`config.mk`:
```
export PLATFORM = sky130hd
export DESIGN_NAME = dphy_lane_sequencer
export DESIGN_NICKNAME = d
export VERILOG_FILES = /design/src/rtl/dphy_lane_sequencer.sv
export SDC_FILE = /design/constraint.sdc
export NUM_CORES = 1
export LEC_CHECK = 0
export ABC_CLOCK_PERIOD_IN_PS = 2800
export CORE_MARGIN = 2
export CORE_UTILIZATION = 50
export CTS_CLUSTER_SIZE = 10
export DETAILED_ROUTE_END_ITERATION = 10
export PLACE_DENSITY = 0.89
export SYNTH_ARGS = -nofsm -noshare
export SYNTH_HDL_FRONTEND = slang
export SYNTH_SLANG_ARGS = --single-unit
```
`constraint.sdc`:
```
create_clock -name i_clk -period 2.8 [get_ports i_clk]
set_clock_uncertainty 0.05 [all_clocks]
set_input_delay 0.28 -clock i_clk [delete_from_list [all_inputs] [get_ports i_clk]]
set_output_delay 0.28 -clock i_clk [all_outputs]
set_load 0.1 [all_outputs]
```
`src/rtl/dphy_lane_sequencer.sv`:
```
// D-PHY transmit lane sequencer for a two-data-lane link: clock-lane start/stop
// and framed HS data bursts, each ending in a one-cycle end-of-command pulse.
module dphy_lane_sequencer #(
    parameter int T_LPX       = 5,
    parameter int T_CLK_PREP  = 4,
    parameter int T_CLK_ZERO  = 30,
    parameter int T_CLK_TRAIL = 6,
    parameter int T_HS_PREP   = 6,
    parameter int T_HS_ZERO   = 11,
    parameter int T_HS_TRAIL  = 7,
    parameter int T_HS_EXIT   = 10
) (
    input  logic       i_clk,
    input  logic       i_rst,
    input  logic       i_start,
    input  logic       i_state,
    input  logic       i_valid,
    input  logic [7:0] i_byte_D1,
    input  logic [7:0] i_byte_D0,
    input  logic       i_last,
    output logic       o_ready,
    output logic [7:0] o_byte_D1,
    output logic [7:0] o_byte_D0,
    output logic [1:0] o_lp1_out,
    output logic [1:0] o_lp0_out,
    output logic       o_lp1_dir,
    output logic       o_lp0_dir,
    output logic       o_hs_clk_en,
    output logic       o_hsxx_clk_en,
    output logic       o_lp_clk,
    output logic       o_hs_data_en,
    output logic       o_clk_on,
    output logic       o_busy,
    output logic       o_eoc,
    output logic       o_err
);

    function automatic int max2(input int a, input int b);
        return (a > b) ? a : b;
    endfunction

    localparam int T_MAX = max2(max2(max2(T_LPX, T_CLK_PREP), max2(T_CLK_ZERO, T_CLK_TRAIL)),
                                max2(max2(T_HS_PREP, T_HS_ZERO), max2(T_HS_TRAIL, T_HS_EXIT)));
    localparam int CW = $clog2(T_MAX) + 1;
    localparam logic [7:0] SYNC_BYTE = 8'hB8;

    function automatic logic [CW-1:0] dur(input int t);
        return CW'(t - 1);
    endfunction

    // Trail level is the inverse of the final driven bit on that lane.
    function automatic logic [7:0] trail_of(input logic [7:0] b);
        return {8{~b[7]}};
    endfunction

    typedef enum logic [3:0] {
        IDLE, CLK_LP01, CLK_LP00, CLK_PREP, CLK_ZERO, CLK_TRAIL,
        D_LP01, D_LP00, D_PREP, D_ZERO, D_SYNC, D_PAYLOAD, D_LAST, D_TRAIL,
        EXIT, DONE
    } state_t;

    state_t        state;
    logic [CW-1:0] cnt;
    logic          underrun;

    // NOTE: every output is assigned for the state being entered, so outputs are
    // registered yet line up with the state; all state updates use <= only.
    always_ff @(posedge i_clk) begin
        if (i_rst) begin
            state         <= IDLE;
            cnt           <= '0;
            underrun      <= 1'b0;
            o_ready       <= 1'b0;
            o_byte_D1     <= '0;
            o_byte_D0     <= '0;
            o_lp1_out     <= 2'b11;
            o_lp0_out     <= 2'b11;
            o_lp1_dir     <= 1'b1;
            o_lp0_dir     <= 1'b1;
            o_hs_clk_en   <= 1'b0;
            o_hsxx_clk_en <= 1'b0;
            o_lp_clk      <= 1'b1;
            o_hs_data_en  <= 1'b0;
            o_clk_on      <= 1'b0;
            o_busy        <= 1'b0;
            o_eoc         <= 1'b0;
            o_err         <= 1'b0;
        end else begin
            o_eoc <= 1'b0;
            o_err <= 1'b0;
            if (cnt != '0) cnt <= cnt - 1'b1;

            case (state)
                IDLE: if (i_start) begin
                    o_busy <= 1'b1;
                    if (i_state && !o_clk_on) begin
                        state         <= CLK_LP01;
                        cnt           <= dur(T_LPX);
                        o_lp_clk      <= 1'b0;
                        o_hsxx_clk_en <= 1'b1;
                    end else if (i_state) begin
                        state <= CLK_TRAIL;
                        cnt   <= dur(T_CLK_TRAIL);
                    end else if (!o_clk_on) begin
                        state <= DONE;
                        o_eoc <= 1'b1;
                        o_err <= 1'b1;
                    end else begin
                        state     <= D_LP01;
                        cnt       <= dur(T_LPX);
                        o_lp1_out <= 2'b01;
                        o_lp0_out <= 2'b01;
                    end
                end
                CLK_LP01: if (cnt == '0) begin
                    state         <= CLK_LP00;
                    cnt           <= dur(T_LPX);
                    o_hsxx_clk_en <= 1'b0;
                end
                CLK_LP00: if (cnt == '0) begin
                    state       <= CLK_PREP;
                    cnt         <= dur(T_CLK_PREP);
                    o_hs_clk_en <= 1'b1;
                end
                CLK_PREP: if (cnt == '0) begin
                    state <= CLK_ZERO;
                    cnt   <= dur(T_CLK_ZERO);
                end
                CLK_ZERO: if (cnt == '0) begin
                    state    <= DONE;
                    o_eoc    <= 1'b1;
                    o_clk_on <= 1'b1;
                end
                CLK_TRAIL: if (cnt == '0) begin
                    state       <= EXIT;
                    cnt         <= dur(T_HS_EXIT);
                    o_hs_clk_en <= 1'b0;
                    o_lp_clk    <= 1'b1;
                end
                D_LP01: if (cnt == '0) begin
                    state     <= D_LP00;
                    cnt       <= dur(T_LPX);
                    o_lp1_out <= 2'b00;
                    o_lp0_out <= 2'b00;
                end
                D_LP00: if (cnt == '0) begin
                    state        <= D_PREP;
                    cnt          <= dur(T_HS_PREP);
                    o_hs_data_en <= 1'b1;
                    o_byte_D1    <= '0;
                    o_byte_D0    <= '0;
                end
                D_PREP: if (cnt == '0) begin
                    state <= D_ZERO;
                    cnt   <= dur(T_HS_ZERO);
                end
                D_ZERO: if (cnt == '0) begin
                    state     <= D_SYNC;
                    o_byte_D1 <= SYNC_BYTE;
                    o_byte_D0 <= SYNC_BYTE;
                end
                D_SYNC: begin
                    state   <= D_PAYLOAD;
                    o_ready <= 1'b1;
                end
                D_PAYLOAD: if (i_valid) begin
                    o_byte_D1 <= i_byte_D1;
                    o_byte_D0 <= i_byte_D0;
                    if (i_last) begin
                        state   <= D_LAST;
                        o_ready <= 1'b0;
                    end
                end else begin
                    state     <= D_TRAIL;
                    cnt       <= dur(T_HS_TRAIL);
                    underrun  <= 1'b1;
                    o_ready   <= 1'b0;
                    o_byte_D1 <= trail_of(o_byte_D1);
                    o_byte_D0 <= trail_of(o_byte_D0);
                end
                D_LAST: begin
                    state     <= D_TRAIL;
                    cnt       <= dur(T_HS_TRAIL);
                    o_byte_D1 <= trail_of(o_byte_D1);
                    o_byte_D0 <= trail_of(o_byte_D0);
                end
                D_TRAIL: if (cnt == '0) begin
                    state        <= EXIT;
                    cnt          <= dur(T_HS_EXIT);
                    o_hs_data_en <= 1'b0;
                    o_lp1_out    <= 2'b11;
                    o_lp0_out    <= 2'b11;
                    o_byte_D1    <= '0;
                    o_byte_D0    <= '0;
                end
                // Shared by burst and clock stop: the clock lane is still in HS
                // only if the HS clock was left running.
                EXIT: if (cnt == '0) begin
                    state    <= DONE;
                    o_eoc    <= 1'b1;
                    o_err    <= underrun;
                    o_clk_on <= o_hs_clk_en;
                end
                DONE: begin
                    state    <= IDLE;
                    o_busy   <= 1'b0;
                    underrun <= 1'b0;
                end
                default: state <= IDLE;
            endcase
        end
    end

endmodule

```
==> flow_summary.json, run 1 <==
{
  "status": "completed",
  "synth_edf_count": 0,
  "grt_max_degree": 27,
  "syn_inst": 279,
  "grt_overflow_total": 0,
  "first_iter_violations": 186,
  "hpwl_um": 4400,
  "start_util": 0.526,
  "async_flop_share": 0,
  "synth.most_common_cell": "dfxtp_1",
  "final_core_util": 0.639,
  "routabilityCongestion": 0.905,
  "clock-sinks": 38,
  "cp.required_ns": 2.93,
  "num_rows": 24,
  "portBuffers": 50,
  "r2r_setup_slack_ns": 0.56,
  "num_antenna_cells": 0,
  "dieArea_mm2": 0.00521,
  "setup-violations-final": 0,
  "wl_per_cell_um": 16.4,
  "clock_latency_ns": 0.30,
  "dp_slack_ns": 0.602,
  "antenna_found_initial": 0,
  "peakVddDrop_uv": 954,
  "drt_first_pass_iters": 5,
  "hold_viol_final": 0,
  "cts_htree_levels": 2,
  "hold_class": "flop to flop",
  "rsz0062_at_grt": "no",
  "ys_top_cells_by_count": "dfxtp_1 (38), nand2_1 (28), a21oi_1 (21)",
  "slew_violations": 0,
  "cp.arrival_ns": 2.36,
  "die_h_um": 72.2,
  "ys_seq_area_frac": 0.327,
  "wl_um": 6140,
  "critPathMaxFanout": 15,
  "p_per_area_mw_per_mm2": 1190,
  "numCtsBuffers": 5,
  "vias": 2267,
  "clockRootBuffer": "clkbuf_8",
  "cts_setup_buffers": 0,
  "ios": 53,
  "crit_type": "flop to flop",
  "synth_top_area_share": 0.327,
  "cap_violations": 0,
  "die_w_um": 72.2,
  "synthFlopType": "dfxtp_1",
  "clockBufferDepth": 2,
  "synth_cell_type_count": 70,
  "timing.final.ws_setup_ns": 0.563,
  "cts_tree": "yes",
  "synth_area_leader_cell": "dfxtp_1",
  "cellLeakagePower_nw": 1.19,
  "cts_resized": 0,
  "drc": 0,
  "synth-seq-cells": 38,
  "area_growth_pct": 21.4,
  "max_slew.worst_pin.slew_ns": 0.747,
  "ant_nets": 0,
  "maxSlewHeadroom": 0.501,
  "detail_route.vias_per_cell": 6.06,
  "grt_pass1_vias": 2199,
  "endpoint_kind": "flop",
  "coreArea_mm2": 0.00441,
  "grt_pass1_wl_um": 10200,
  "fin_cells": 374,
  "period_minus_slack_ns": 2.24,
  "syn_area_per_cell_um2": 8.33,
  "ctsHoldBuffers": 0,
  "finalSetupTns_ns": 0,
  "dpl.cell_count": 366,
  "max_freq_mhz": 447,
  "final_layout_size_suffix_gt1_frac": 0.205,
  "timing.final.crit_share": 0.799,
  "synth.area.top_cells": "dfxtp_1 (33%), a21oi_1 (4.5%), nand2_1 (4.5%), buf_4 (3.2%), inv_1 (2.7%)",
  "nNetsFinal": 347,
  "cp-start-kind": "flop",
  "grtUsageTotal": 0.245,
  "ys_warn_count": 0,
  "clkSlewWorstSetupHoldPaths_ns": 0.08,
  "mappedNetlistArea_mm2": 0.00232
}
[layer usage]
| layer | global-route usage | routed length (um) | vias to the layer above |
|---|---|---|---|
| li1 | - | - | 1084 |
| met2 | 0.406 | 2810 | 108 |
| met4 | 0.0985 | 225 | 0 |
| met3 | 0.0542 | 449 | 29 |
| met1 | 0.310 | 2660 | 1046 |
| met5 | 0 | 0 | - |
[power by group]
| part | switching (mW) | leakage, nW | internal, mW |
|---|---|---|---|
| combinational | 1.36 | 0.822 | 0.662 |
| sequential | 0.189 | 0.310 | 0.677 |
| clock | 0.210 | 0.0575 | 0.249 |
[placed cells by master, fill, tap and decap left out, types with 3 or more instances in the layout]
cell type,count
nand2_1,28
ha_1,4
nand3_1,8
clkdlybuf4s50_1,21
and2b_1,3
clkbuf_8,8
nor3_1,10
dfxtp_1,38
a31oi_1,10
inv_1,17
a211oi_1,5
nor2_1,15
nor2b_1,4
buf_4,36
o22a_1,6
a2bb2oi_1,3
a21oi_1,21
o21ai_0,12
a21o_1,5
nand2b_1,6
o31ai_1,3
[registers in the layout (all words and copies together), names as in the netlist]
signal,cells
state,4
o_hsxx_clk_en,1
o_lp_clk,1
underrun,1
o_err,1
o_eoc,1
cnt,6
o_clk_on,1
o_busy,1
o_byte_D0,8
o_lp0_out,2
o_byte_D1,8
o_hs_data_en,1
o_hs_clk_en,1
o_ready,1
[worst paths after layout]
| check | cells after the start | start | end |
|---|---|---|---|
| max | 10 | cnt[0] | cnt[0] |
| min | 1 | o_busy | o_busy |
| max reg2reg | 10 | cnt[0] | cnt[0] |
| min reg2reg | 1 | o_busy | o_busy |
[per-stage QoR]
| stage | hold slack, ns | cell area, um^2 | power, mW |
|---|---|---|---|
| after floorplan | 0.389 | 2330 | 2.54 |
| after global placement | 0.400 | 2710 | 2.83 |
| after detailed placement | 0.406 | 2710 | 2.86 |
| after CTS | 0.423 | 2820 | 3.31 |
| after global routing | 0.445 | 2820 | 3.53 |
| final | 0.420 | 2820 | 3.35 |
[cell families (layout without fill, tap and decap cells)]
kind of cell / count (synthesis) / in the layout / synth area share
compound gates: 94 / 94 / 0.295
mux: 2 / 2 / 0.00862
flops: 38 / 38 / 0.327
other cells: 1 / 2 / 0.00161
xor+xnor: 4 / 4 / 0.0151
buf+inv: 41 / 83 / 0.100
fa+ha+maj: 4 / 4 / 0.0215
simple gates: 95 / 95 / 0.230
[critical path, cell delays in order (launching register included)]
cell,delay (ns)
dfxtp_1,0.33
inv_1,0.13
ha_1,0.18
nor2b_2,0.22
and2_4,0.25
inv_4,0.10
ha_1,0.30
nor3_1,0.05
a21o_1,0.16
a221oi_1,0.25
a21oi_1,0.10
[area by class of cell]
cell class | instances | area (um^2)
clock buffer | 8 | 110
fill | 376 | 1590
inverter | 18 | 70.1
multi-input combinational | 201 | 1330
sequential | 38 | 761
tap | 52 | 65.1
timing repair buffer | 57 | 480
Power figures use the tool's default switching activity.
==> run 2: changes to the inputs <==
ABC_CLOCK_PERIOD_IN_PS = 2220   (was 2800)
clock period = 2.22 ns   (was 2.8 ns; I/O delays follow)
==> run 2 against run 1 <==
Compared with the run above:
- setup slack worse by 0.36 ns
- non-clock buffer count up 5
- power up 30%
- sequential power up 19%
- largest power group unchanged
- highest routed layer unchanged
- cell count up 1.1%
==> flow_summary.json, run 2 (synthesized netlist as in run 1, its figures left out) <==
{
  "power.share.switching": 0.513,
  "hold_class": "flop to flop",
  "num_rows": 24,
  "peakVddDrop_uv": 1040,
  "clockRootBuffer": "clkbuf_8",
  "setup-violations-final": 0,
  "multi_input_area_mm2": 0.00134,
  "final_common_cell": "buf_4",
  "nNetsFinal": 352,
  "cp_cell_sequence": "inv_1, ha_1, nor2b_4, and2_4, inv_4, ha_1, nor3_1, a21o_1, a221oi_1, a21oi_1",
  "die_w_um": 72.2,
  "vias": 2275,
  "dpl.cell_count": 370,
  "finalSetupTns_ns": 0,
  "ant_nets": 0,
  "final_area_mm2": 0.00287,
  "antenna_found_initial": 0,
  "hold_viol_final": 0,
  "ios": 53,
  "timing.final.crit_share": 0.910,
  "start_util": 0.526,
  "p_per_area_mw_per_mm2": 1510,
  "grtUsageTotal": 0.251,
  "num-fill-cells": 366,
  "r2r-start": "cnt[1]",
  "numCtsBuffers": 5,
  "fin_cells": 378,
  "drc": 0,
  "cp-start-kind": "flop",
  "period_minus_slack_ns": 2.02,
  "grt_pass1_vias": 2173,
  "cp.arrival_ns": 2.15,
  "cts_tree": "yes",
  "p_clk_frac": 0.139,
  "final_layout_size_suffix_gt1_frac": 0.218,
  "clkSlewWorstSetupHoldPaths_ns": 0.07,
  "num_antenna_cells": 0,
  "worstSetupStartpoint": "cnt[1]",
  "portBuffers": 50,
  "rsz0062_at_grt": "no",
  "crit_type": "flop to flop",
  "critical_path.max_stage_delay_ns": 0.33,
  "cts_htree_levels": 2,
  "wl_per_cell_um": 16.4,
  "clock-sinks": 38,
  "rr_worst_depth": 10,
  "p_switching_mw": 2.22,
  "placed_cell_area_mm2": 0.00274,
  "reg_top3": "o_byte_D0 (8), o_byte_D1 (8), cnt (6)",
  "die_h_um": 72.2,
  "clockBufferDepth": 2,
  "grt_pass1_wl_um": 10200,
  "slew_violations": 0,
  "mostFrequentLayoutCells": "buf_4 (41), dfxtp_1 (38), nand2_1 (28)",
  "slowest_stage": "dfxtp_1",
  "endpoint_kind": "flop",
  "intPower_mw": 2.11,
  "combPwrFrac": 0.624,
  "coreArea_mm2": 0.00441,
  "grt_max_degree": 27,
  "area_growth_pct": 23.3,
  "cap_violations": 0,
  "rr_endpoint": "cnt[0]",
  "status": "completed",
  "cp.required_ns": 2.35,
  "first_iter_violations": 148,
  "drt_first_pass_iters": 5,
  "crit_top_cell": "ha_1",
  "max_slew.worst_pin.slew_ns": 0.532,
  "hpwl_um": 4530,
  "routabilityCongestion": 0.947,
  "crit_path_end": "cnt[0]",
  "p_seq_frac": 0.238,
  "seq_area_um2": 761,
  "max_freq_mhz": 495,
  "grt_overflow_total": 0,
  "detail_route.vias_per_cell": 6.02,
  "r2r_setup_slack_ns": 0.20,
  "clock_latency_ns": 0.30,
  "dieArea_mm2": 0.00521,
  "critPathMaxFanout": 8,
  "cellLeakagePower_nw": 1.22,
  "maxSlewHeadroom": 0.644,
  "wl_um": 6190
}
run 2: cell types whose count changed in the layout (fill, tap and decap cells not counted), sizes merged:
cell and delta:
buf +5, clkbuf -2, bufinv +1
run 2: worst min-delay path by stage:
| stage | slack [ns] | end | from | cells after the start |
|---|---|---|---|---|
| after global routing | 0.45 | o_busy | o_busy | 1 |
| after global placement | 0.40 | o_busy | o_busy | 1 |
| after CTS | 0.42 | o_hsxx_clk_en | o_hsxx_clk_en | 2 |
| after floorplan | 0.33 | o_err | i_start | 2 |
| final | 0.42 | o_hsxx_clk_en | o_hsxx_clk_en | 2 |
| after detailed placement | 0.41 | underrun | underrun | 1 |
run 2: stage by stage:
step	hold WS (ns)	total power [mW]	setup WS, ns	utilization
CTS	0.424	4.27	0.0878	0.646
finish	0.416	4.33	0.200	0.649
floorplan	0.331	3.21	0.0386	-
detailed placement	0.408	3.66	0.0954	0.621
global route	0.449	4.57	0.0391	0.649
global placement	0.400	3.59	0.170	0.621
run 2: layout make-up:
type | count | area share
timing repair buffer | 62 | 0.181
sequential | 38 | 0.266
clock buffer | 6 | 0.0288
multi-input combinational | 201 | 0.467
tap | 52 | 0.0227
inverter | 18 | 0.0245
clock inverter | 1 | 0.0105
run 2: worst max-delay path: cells and delay by family, from the launching register on:
kind | cells | cell delay (ns)
AND/OR/NAND/NOR | 3 | 0.43
AO/OA/AOI/OAI | 3 | 0.49
adder cells (fa/ha/maj) | 2 | 0.45
buffers and inverters | 2 | 0.15
flip-flops | 1 | 0.33
run 2: layer usage:
metal,global-route usage,wire (um)
met4,0.101,110
met2,0.422,3040
met5,0,0
met3,0.0597,416
met1,0.309,2610
run 2: power by group through the flow:
stage	Sequential, mW	Combinational, mW	Clock [mW]
floorplan	1.68	1.53	0
global placement	1.03	2.56	0
detailed placement	1.04	2.62	0
CTS	1.02	2.64	0.608
global route	1.06	2.88	0.634
finish	1.03	2.70	0.601
run 2: repair_timing:
item,4_1_cts,5_1_grt
setup endpoints to repair,0,3
gates resized for setup,0,2
hold buffers,0,0
buffers inserted,0,1
